$ cat src/rtl/unidade_controle.sv
// Moore control unit for the memory game: clear, wait for a play, register it, compare it, then advance or finish.
// Optional play timeout (state fim_timeout, code 0xD) is compiled in with UNIDADE_CONTROLE_TIMEOUT_EN.
module unidade_controle #(
    parameter int TIMEOUT_CICLOS = 5000
) (
    input  logic       clock,
    input  logic       reset,
    input  logic       iniciar,
    input  logic       jogada_feita,
    input  logic       igual,
    input  logic       fimC,
    output logic       zeraC,
    output logic       contaC,
    output logic       zeraR,
    output logic       registraR,
    output logic       pronto,
    output logic       acertou,
    output logic       errou,
    output logic       timeout,
    output logic [3:0] db_estado
);

    typedef enum logic [3:0] {
        INICIAL       = 4'h0,
        PREPARACAO    = 4'h1,
        ESPERA_JOGADA = 4'h2,
        REGISTRA      = 4'h4,
        COMPARACAO    = 4'h5,
        PROXIMA       = 4'h6,
        FIM_ACERTO    = 4'hA,
        FIM_TIMEOUT   = 4'hD,
        FIM_ERRO      = 4'hE
    } estado_t;

    estado_t estado;
    estado_t proximo;

    if ((TIMEOUT_CICLOS < 2) || (TIMEOUT_CICLOS > 65535)) begin : g_param_invalido
        $error("TIMEOUT_CICLOS out of range 2..65535");
    end

`ifdef UNIDADE_CONTROLE_TIMEOUT_EN
    localparam logic [15:0] LIMITE = 16'(TIMEOUT_CICLOS - 1);
    logic [15:0] cont_espera;

    // Zero in the first cycle of every visit to espera_jogada, so the state lasts TIMEOUT_CICLOS cycles.
    always_ff @(posedge clock) begin
        if (reset || (estado != ESPERA_JOGADA)) begin
            cont_espera <= 16'd0;
        end else begin
            cont_espera <= cont_espera + 16'd1;
        end
    end
`endif

    always_ff @(posedge clock) begin
        if (reset) begin
            estado <= INICIAL;
        end else begin
            estado <= proximo;
        end
    end

    always_comb begin
        proximo = INICIAL;
        case (estado)
            INICIAL:       proximo = iniciar ? PREPARACAO : INICIAL;
            PREPARACAO:    proximo = ESPERA_JOGADA;
            ESPERA_JOGADA: begin
                if (jogada_feita) begin
                    proximo = REGISTRA;
`ifdef UNIDADE_CONTROLE_TIMEOUT_EN
                end else if (cont_espera == LIMITE) begin
                    proximo = FIM_TIMEOUT;
`endif
                end else begin
                    proximo = ESPERA_JOGADA;
                end
            end
            REGISTRA:      proximo = COMPARACAO;
            COMPARACAO: begin
                if (!igual) begin
                    proximo = FIM_ERRO;
                end else if (fimC) begin
                    proximo = FIM_ACERTO;
                end else begin
                    proximo = PROXIMA;
                end
            end
            PROXIMA:       proximo = ESPERA_JOGADA;
            FIM_ACERTO:    proximo = iniciar ? PREPARACAO : FIM_ACERTO;
            FIM_ERRO:      proximo = iniciar ? PREPARACAO : FIM_ERRO;
`ifdef UNIDADE_CONTROLE_TIMEOUT_EN
            FIM_TIMEOUT:   proximo = iniciar ? PREPARACAO : FIM_TIMEOUT;
`endif
            default:       proximo = INICIAL;
        endcase
    end

    always_comb begin
        zeraC     = 1'b0;
        contaC    = 1'b0;
        zeraR     = 1'b0;
        registraR = 1'b0;
        pronto    = 1'b0;
        acertou   = 1'b0;
        errou     = 1'b0;
        timeout   = 1'b0;
        case (estado)
            PREPARACAO: begin
                zeraC = 1'b1;
                zeraR = 1'b1;
            end
            REGISTRA:   registraR = 1'b1;
            PROXIMA:    contaC = 1'b1;
            FIM_ACERTO: begin
                pronto  = 1'b1;
                acertou = 1'b1;
            end
            FIM_ERRO: begin
                pronto = 1'b1;
                errou  = 1'b1;
            end
`ifdef UNIDADE_CONTROLE_TIMEOUT_EN
            FIM_TIMEOUT: begin
                pronto  = 1'b1;
                errou   = 1'b1;
                timeout = 1'b1;
            end
`endif
            default: ;
        endcase
    end

    assign db_estado = estado;

endmodule

$ cat config.mk
export PLATFORM = sky130hd
export DESIGN_NAME = unidade_controle
export DESIGN_NICKNAME = d
export VERILOG_FILES = /design/src/rtl/unidade_controle.sv
export SDC_FILE = /design/constraint.sdc
export NUM_CORES = 1
export LEC_CHECK = 0
export ABC_AREA = 1
export BUFFER_PORTS_ARGS = -buffer_cell sky130_fd_sc_hd__buf_4
export CELL_PAD_IN_SITES_DETAIL_PLACEMENT = 0
export CELL_PAD_IN_SITES_GLOBAL_PLACEMENT = 1
export CORE_MARGIN = 2
export CORE_UTILIZATION = 22
export CTS_BUF_LIST = sky130_fd_sc_hd__clkbuf_16
export CTS_CLUSTER_SIZE = 24
export DETAILED_ROUTE_END_ITERATION = 8
export PLACE_DENSITY = 0.71
export REMOVE_ABC_BUFFERS = 1
export SYNTH_ARGS = -nofsm -noshare
export SYNTH_HDL_FRONTEND = slang
export SYNTH_SLANG_ARGS = --single-unit
$ cat constraint.sdc
create_clock -name clock -period 0.8 [get_ports clock]
set_input_delay 0.12 -clock clock [delete_from_list [all_inputs] [get_ports clock]]
set_output_delay 0.12 -clock clock [all_outputs]
set_load 0.005 [all_outputs]
## Word-level counts from Yosys, hierarchy flattened

Cells that the tools add are included.

| cells by class | value |
|---|---|
| shifts and indexed selects | 0 |
| bitwise logic cells | 0 |
| multipliers | 0 |
| divide/modulo/power cells | 0 |
| eq/ne operators | 7 |
| reduce and logical (&&, ||, !) cells | 3 |
| order comparisons | 0 |
| mux-type cells | 13 |
| add/subtract/negate cells | 0 |

Operators by type and width:

| operator | number |
|---|---|
| $pmux W4 S7 | 1 |
| $mux W4 | 4 |
| $eq A4 B3 Y1 const B | 3 |
| $eq A4 B4 Y1 const B | 2 |
| $mux W1 | 7 |
| $eq A4 B1 Y1 const B | 1 |
| $eq A4 B2 Y1 const B | 1 |
| $logic_not A4 Y1 | 1 |
| $reduce_or A2 Y1 | 2 |
| $mux W3 | 1 |

| word-level totals | value |
|---|---|
| bits in registers | 4 |
| bits in latches | 0 |
| memories | 0 |
| ROM bits | 0 |
| RAM bits | 0 |
| logic and storage cells | 24 |

## Longest topological paths before layout

Gate-level depths: netlist (run 1).

| depth | value |
|---|---|
| depth in word-level cells | 3 |
| mapped depth | 7 |
| mapped depth without buffers | 7 |

## Least setup slack after synthesis (run 1)

OpenSTA, ideal clock, no wires.

| timing path | value |
|---|---|
| path kind | register to output |
| start | register estado[1] (netlist: db_estado[1]) |
| end | output zeraR |
| path buffers | 1 |
| path slack | -0.227 ns |
| required time | 0.680 ns |
| stages on the path, launching flop included | 5 |
| arrival | 0.907 ns |
| cell sequence | dfxtp_1 -> inv_2 -> nand2_1 -> nor3_1 -> buf_4 |

| between the ends | value |
|---|---|
| word-level cells in the longest chain between the ends | 2 |

RTL lines:

| item | RTL line | source |
|---|---|---|
| start: declaration | 35 | `estado_t estado;` |
| start signal: assignment | 60 | `estado <= proximo;` |
| $eq A4 B1 Y1 | -- |  |
| $mux W1 | -- |  |
| end: declaration | 14 | `output logic zeraR,` |

No other way between the ends.

## Worst setup path in the final report (run 1)

| timing path | value |
|---|---|
| start | register estado[3] (netlist: db_estado[3]) |
| end | output registraR |

| between the ends | value |
|---|---|
| word-level cells in the longest chain between the ends | 2 |

RTL lines:

| item | RTL line | source |
|---|---|---|
| $eq A4 B3 Y1 | 109 | `case (estado)` |
| $mux W1 | 109 |  |
| end: declaration | 15 | `output logic registraR,` |

No other way between the ends.

==> results of run 1 <==
==> how the worst min path moves through the flow <==
stage | startpoint | endpoint | slack [ps] | depth (start not counted)
floorplan | reset | db_estado[0]$_SDFF_PP0_ | 190 | 1
global placement | reset | db_estado[3]$_SDFF_PP0_ | 310 | 2
detailed placement | reset | db_estado[0]$_SDFF_PP0_ | 320 | 2
CTS | reset | db_estado[3]$_SDFF_PP0_ | 70 | 2
global route | reset | db_estado[0]$_SDFF_PP0_ | 80 | 2
finish | reset | db_estado[3]$_SDFF_PP0_ | 80 | 2
==> logic make-up (layout without fill, tap and decap cells) <==
kind of cell,after synthesis,after routing
flops,4,4
simple gates,31,31
buf+inv,10,35
other cells,1,1
compound gates,3,3
==> stage by stage <==
stage	hold slack (ps)	setup slack, ps	instance area, um2
floorplan	189	-161	284
global placement	313	-231	460
detailed placement	318	-246	460
CTS	74.7	-342	596
global route	80.6	-430	633
finish	76.4	-363	633
==> report_power, final <==
part | total [mW] | internal, mW | switching (mW)
logic | 0.214 | 0.121 | 0.0938
registers | 0.227 | 0.209 | 0.0182
clock network | 0.774 | 0.638 | 0.136
total | 1.22 | 0.968 | 0.248
==> synth_stat cells <==
cell and n:
nand2_4 1, buf_4 2, a21oi_1 2, nand4_1 1
o21ai_0 1, nand3_1 3, nor3_1 1, nand2_1 12
nor2_2 1, inv_1 5, nand2_2 1, dfxtp_1 4
inv_2 3, nor2_1 8, nand3b_1 1, nor2_4 2
conb_1 1
==> area by class of cell <==
class / instances / area [um2] / share of cell area [%]
timing repair buffer: 24 / 210 / 33.2
multi-input combinational: 35 / 204 / 32.2
sequential: 4 / 92.6 / 14.6
clock buffer: 3 / 75.1 / 11.9
inverter: 8 / 32.5 / 5.14
tap: 15 / 18.8 / 2.96
==> metal layers <==
layer	wire length, um	up-vias	global-route usage, %
met4	13	0	10.0
met2	428	15	20.7
met1	360	156	12.3
met3	64	2	1.63
met5	0	-	0
li1	-	198	-
==> what timing repair did <==
action                                  CTS  global route
pin swaps                                 2             6
gates resized for setup                  15            10
hold buffers                              0             0
setup buffers                             2             1
endpoints found under the setup margin   15            15
==> qor.yml, run 1 <==
status: "finished, violations left"
violations: "negative setup slack"
clk_latency_ps: 220
syn-cell-area_um2: 299
start_util_pct: 23.3
cts_buffers: 3
syn_inst: 49
layout_common_cells: "16 x buf_4, 8 x nand2_1, 8 x buf_6"
final_max_slew_viol_count: 0
drive_gt1_share_pct: 62.2
overflow: 0
finalHoldViolations: 0
largest_reg_flops: 4
layout_commonest_cell: "buf_4"
synth_top_area_cell: "dfxtp_1"
critPathCaptureType: "output port"
grt_max_degree: 8
fin_worst_skew_ps: 1.13
crit_slowest_cell: "dfxtp_4"
cts_tree: "built"
ys_types: 17
fmax_mhz: 860
drt_first_pass_iters: 3
synth_compound_area_share_pct: 5.02
place_inst: 83
die_height_um: 40.9
routedWlPerCell_um: 9.74
ff2ff_path_depth: 7
max_cap_viol_count: 0
io_pins: 18
yosys.area_share.adder_pct: 0
fin_ws_ps: -363
hold_class: "in -> reg"
final_core_util_pct: 49.3
peakVddDrop_mv: 0.926
cp.required_ps: 680
synth_seq_area_share_pct: 26.8
std_cell_rows: 13
ys_ff_latch: 4
cts_root_buf: "clkbuf_16"
crit_end: "registraR"
fin_nets: 82
synthTopCellsByArea: "dfxtp_1 27%, nand2_1 15%, nor2_1 10%"
rrSetupSlack_ps: -230
arrival_ps: 1040
worst-path-buf-inv: 3
antenna_left: 0
vias: 371
synth_top_area_share_pct: 26.8
core-area_um2: 1280
power.total_mw: 1.22
crit_chain: "inv_2 -> nand4_1 -> inv_1 -> buf_4"
power_density_nw_per_um2: 1920
viasPerCell: 4.17
layout.cells.non_filler: 89
num_antenna_cells: 0
tns_ps: -3520
dp_hpwl_um: 648
htreeDepth: 1
synth.yosys.warnings: 0
dr.first_iter.drc_count: 3
track_usage_pct: 11.9
drc: 0
place_congestion: 0.697
finalSetupViolCount: 15
die_w_um: 40.9
r2r-start: "db_estado[0]$_SDFF_PP0_"
syn_avg_cell_area_um2: 6.10
grt_pass1_vias: 340
yosys.area_share.simple_pct: 51.9
cp_slowest_stage_delay_ps: 370
io_buffers: 16
worstPathMaxFanout: 7
antenna_found_initial: 0
rsz0062_at_grt: "true"
grt_pass1_wl_um: 1260
fill_cells: 124
path_class: "reg -> out"
period_share_pct: 145
crit_family: "flip-flops"
fin_crit_ps: 1160
clkSinkCount: 4
start_kind: "register"
power.leakage_nw: 0.323
cts.reportedPaths.clkPinSlew_ps: 30
reg2reg_to: "db_estado[0]$_SDFF_PP0_"
area_growth_pct: 112
cp.depth: 4
wl_um: 867
synth_top_family_by_area: "simple AND/OR/NAND/NOR gates"
dieArea_um2: 1670
synth_mux_area_share_pct: 0
clockBufferDepth: 2
cp-startpoint: "db_estado[3]$_SDFF_PP0_"
synth_xor_xnor_area_share_pct: 0
Power figures use the tool's default switching activity.
==> run 2: changes to the inputs <==
--- a/config.mk
+++ b/config.mk
@@ -15,7 +15,6 @@
 export CTS_CLUSTER_SIZE = 24
 export DETAILED_ROUTE_END_ITERATION = 8
 export PLACE_DENSITY = 0.71
-export REMOVE_ABC_BUFFERS = 1
 export SYNTH_ARGS = -nofsm -noshare
 export SYNTH_HDL_FRONTEND = slang
 export SYNTH_SLANG_ARGS = --single-unit
==> run 2 against run 1 <==
Against the previous run:
- the flow still finishes with violations (negative setup slack)
- non-clock buffer count stayed put
- sequential power is 3% higher
- count of clock-buffer cells in the layout stayed put
- combinational power is 4% higher
- core utilization is 3.4 points higher
- worst hold slack worse by 6.3 ps
- via count is 4.0% higher
==> qor.yml, run 2 (synthesized netlist as in run 1, its figures left out) <==
status: "finished, violations left"
clockBufferDepth: 2  # unchanged
cp.depth: 5  # +1
combPwrFrac_pct: 17.8  # +0.2 points
htreeDepth: 1  # unchanged
fill_cells: 130  # +4.8%
core-area_um2: 1280  # unchanged
power_density_nw_per_um2: 1840  # -4.0%
track_usage_pct: 11.9  # -0.013 points
num_antenna_cells: 0  # unchanged
layout.cells.non_filler: 90  # +1.1%
start_util_pct: 23.3  # unchanged
layout_commonest_cell: "buf_4"
fin_nets: 82  # unchanged
holdPathStages: 2  # unchanged
p_int_uw: 970  # +0.29%
synth_nets: 55
cp.required_ps: 680  # about the same
largest_reg_flops: 4  # unchanged
finalSetupViolCount: 15  # unchanged
place_inst: 79  # -4.8%
cts_root_buf: "clkbuf_16"
drive_gt1_share_pct: 66.7  # +4.5 points
dieArea_um2: 1670  # unchanged
fin_worst_skew_ps: 5.69  # +4.57 ps
drt_first_pass_iters: 2  # -1
routedWlPerCell_um: 10.6  # +9.3%
max_cap_viol_count: 0  # unchanged
layout_common_cells: "18 x buf_4, 7 x nand2_1, 6 x inv_1, 6 x buf_6, 5 x nor2_4"
wl_um: 958  # +10%
crit_slowest_cell: "dfxtp_4"
cts_tree: "built"
io_buffers: 16  # unchanged
final_core_util_pct: 52.7  # +3.4 points
arrival_ps: 1000  # -40 ps
fin_ws_ps: -324  # +38.5 ps
finalHoldViolations: 0  # unchanged
cts_buffers: 3  # unchanged
dr.first_iter.drc_count: 2  # -1
fmax_mhz: 889  # +3.4%
critPathCaptureType: "output port"
peakVddDrop_mv: 1.38  # +49%
grt_max_degree: 7  # -1
final_max_slew_viol_count: 0  # unchanged
ff2ff_path_depth: 6  # -1
std_cell_rows: 13  # unchanged
hold_class: "in -> reg"
clkSinkCount: 4  # unchanged
crit_family: "flip-flops"
antenna_found_initial: 0  # unchanged
crit_chain: "inv_4 -> nor2_4 -> nand2_2 -> nor2_1 -> buf_4"
fin_crit_ps: 1120  # -38.5 ps
rsz0062_at_grt: "true"
die_height_um: 40.9  # unchanged
dp_hpwl_um: 621  # -4.2%
die_w_um: 40.9  # unchanged
cts.reportedPaths.clkPinSlew_ps: 30  # about the same
p_switching_uw: 278  # +12%
grt_pass1_wl_um: 1280  # +1.7%
overflow: 0  # unchanged
clk_latency_ps: 230  # about the same
area_growth_pct: 126
start_kind: "register"
cp_slowest_stage_delay_ps: 350  # -20 ps
power_frac_seq_pct: 18.7  # about the same
antenna_left: 0  # unchanged
power.leakage_nw: 0.329  # +2.0%
worst-path-buf-inv: 2  # -1
place_congestion: 0.700  # +0.46%
violations: "negative setup slack"
io_pins: 18  # unchanged
vias: 386  # +4.0%
path_class: "reg -> out"
grt_pass1_vias: 318  # -6.5%
worstPathMaxFanout: 4  # -3
pwr-share-clk_pct: 63.5  # -0.2 points
viasPerCell: 4.29  # +2.9%
ctsHoldBuffers: 0  # unchanged
period_share_pct: 141  # -4.8 points
drc: 0  # unchanged
switching_share_pct: 22.3  # +1.8 points
-- run 2: changes by cell type in the layout (fill, tap and decap cells not counted), moves of 2 or more --
cell / before / now
nor2_1: 6 / 3
buf_4: 16 / 18
buf_6: 8 / 6
nor2_2: 1 / 3
inv_4: 1 / 3
inv_2: 2 / 0
-- run 2: path summary, 6_finish.rpt --
check                                              from                 endpoint  slack [ps]
worst min register to register  db_estado[3]$_SDFF_PP0_  db_estado[3]$_SDFF_PP0_         660
worst max register to register  db_estado[3]$_SDFF_PP0_  db_estado[0]$_SDFF_PP0_        -240
worst min-delay path                              reset  db_estado[3]$_SDFF_PP0_          70
worst max-delay path            db_estado[1]$_SDFF_PP0_                  acertou        -320
-- run 2: worst reg2reg max path: cells and delay by family, from the launching register on --
family,cells,cell delay [ps]
buffers and inverters,1,130
flip-flops,1,370
AND/OR/NAND/NOR,4,320
AO/OA/AOI/OAI,1,130
-- run 2: cell type report --
type                       count  area (um2)  area share [%]
inverter                       8        37.5            5.55
tap                           15        18.8            2.77
clock buffer                   3        75.1            11.1
clock inverter                 1        3.75           0.555
timing repair buffer          24         203            29.9
sequential                     4        95.1            14.0
multi-input combinational     35         244            36.0
-- run 2: power groups by stage --
stage	sequential, mW	combinational, mW	clock, mW
6_report	0.234	0.222	0.792
5_1_grt	0.234	0.247	0.825
4_1_cts	0.234	0.189	0.812
3_5_place_dp	0.237	0.158	0
3_3_place_gp	0.236	0.158	0
2_1_floorplan	0.235	0.0945	0
-- run 2: repair_timing --
action                     in CTS  in global routing
pin swaps                       8                  5
gates cloned                    0                  0
setup endpoints to repair      15                 15
gates resized for setup         8                 11
buffers inserted                5                  2
-- run 2: metal layers --
metal  GRT usage [%]  vias up  share of wire [%]
met1            12.3      168                 38
met3            1.63        2                5.6
met5               0        -                  0
met2            21.9       15                 55
met4            7.50        0                1.9
li1                -      201                  -
-- run 2: stage by stage --
step	hold WS [ps]	cell area [um2]	setup TNS, ps	power [mW]	setup slack (ps)
3_5_place_dp	309	470	-899	0.394	-149
2_1_floorplan	179	339	-277	0.330	-82.5
4_1_cts	70.6	618	-3320	1.23	-324
5_1_grt	77.8	677	-4010	1.31	-361
3_3_place_gp	304	470	-944	0.394	-163
6_report	70.1	677	-3450	1.25	-324
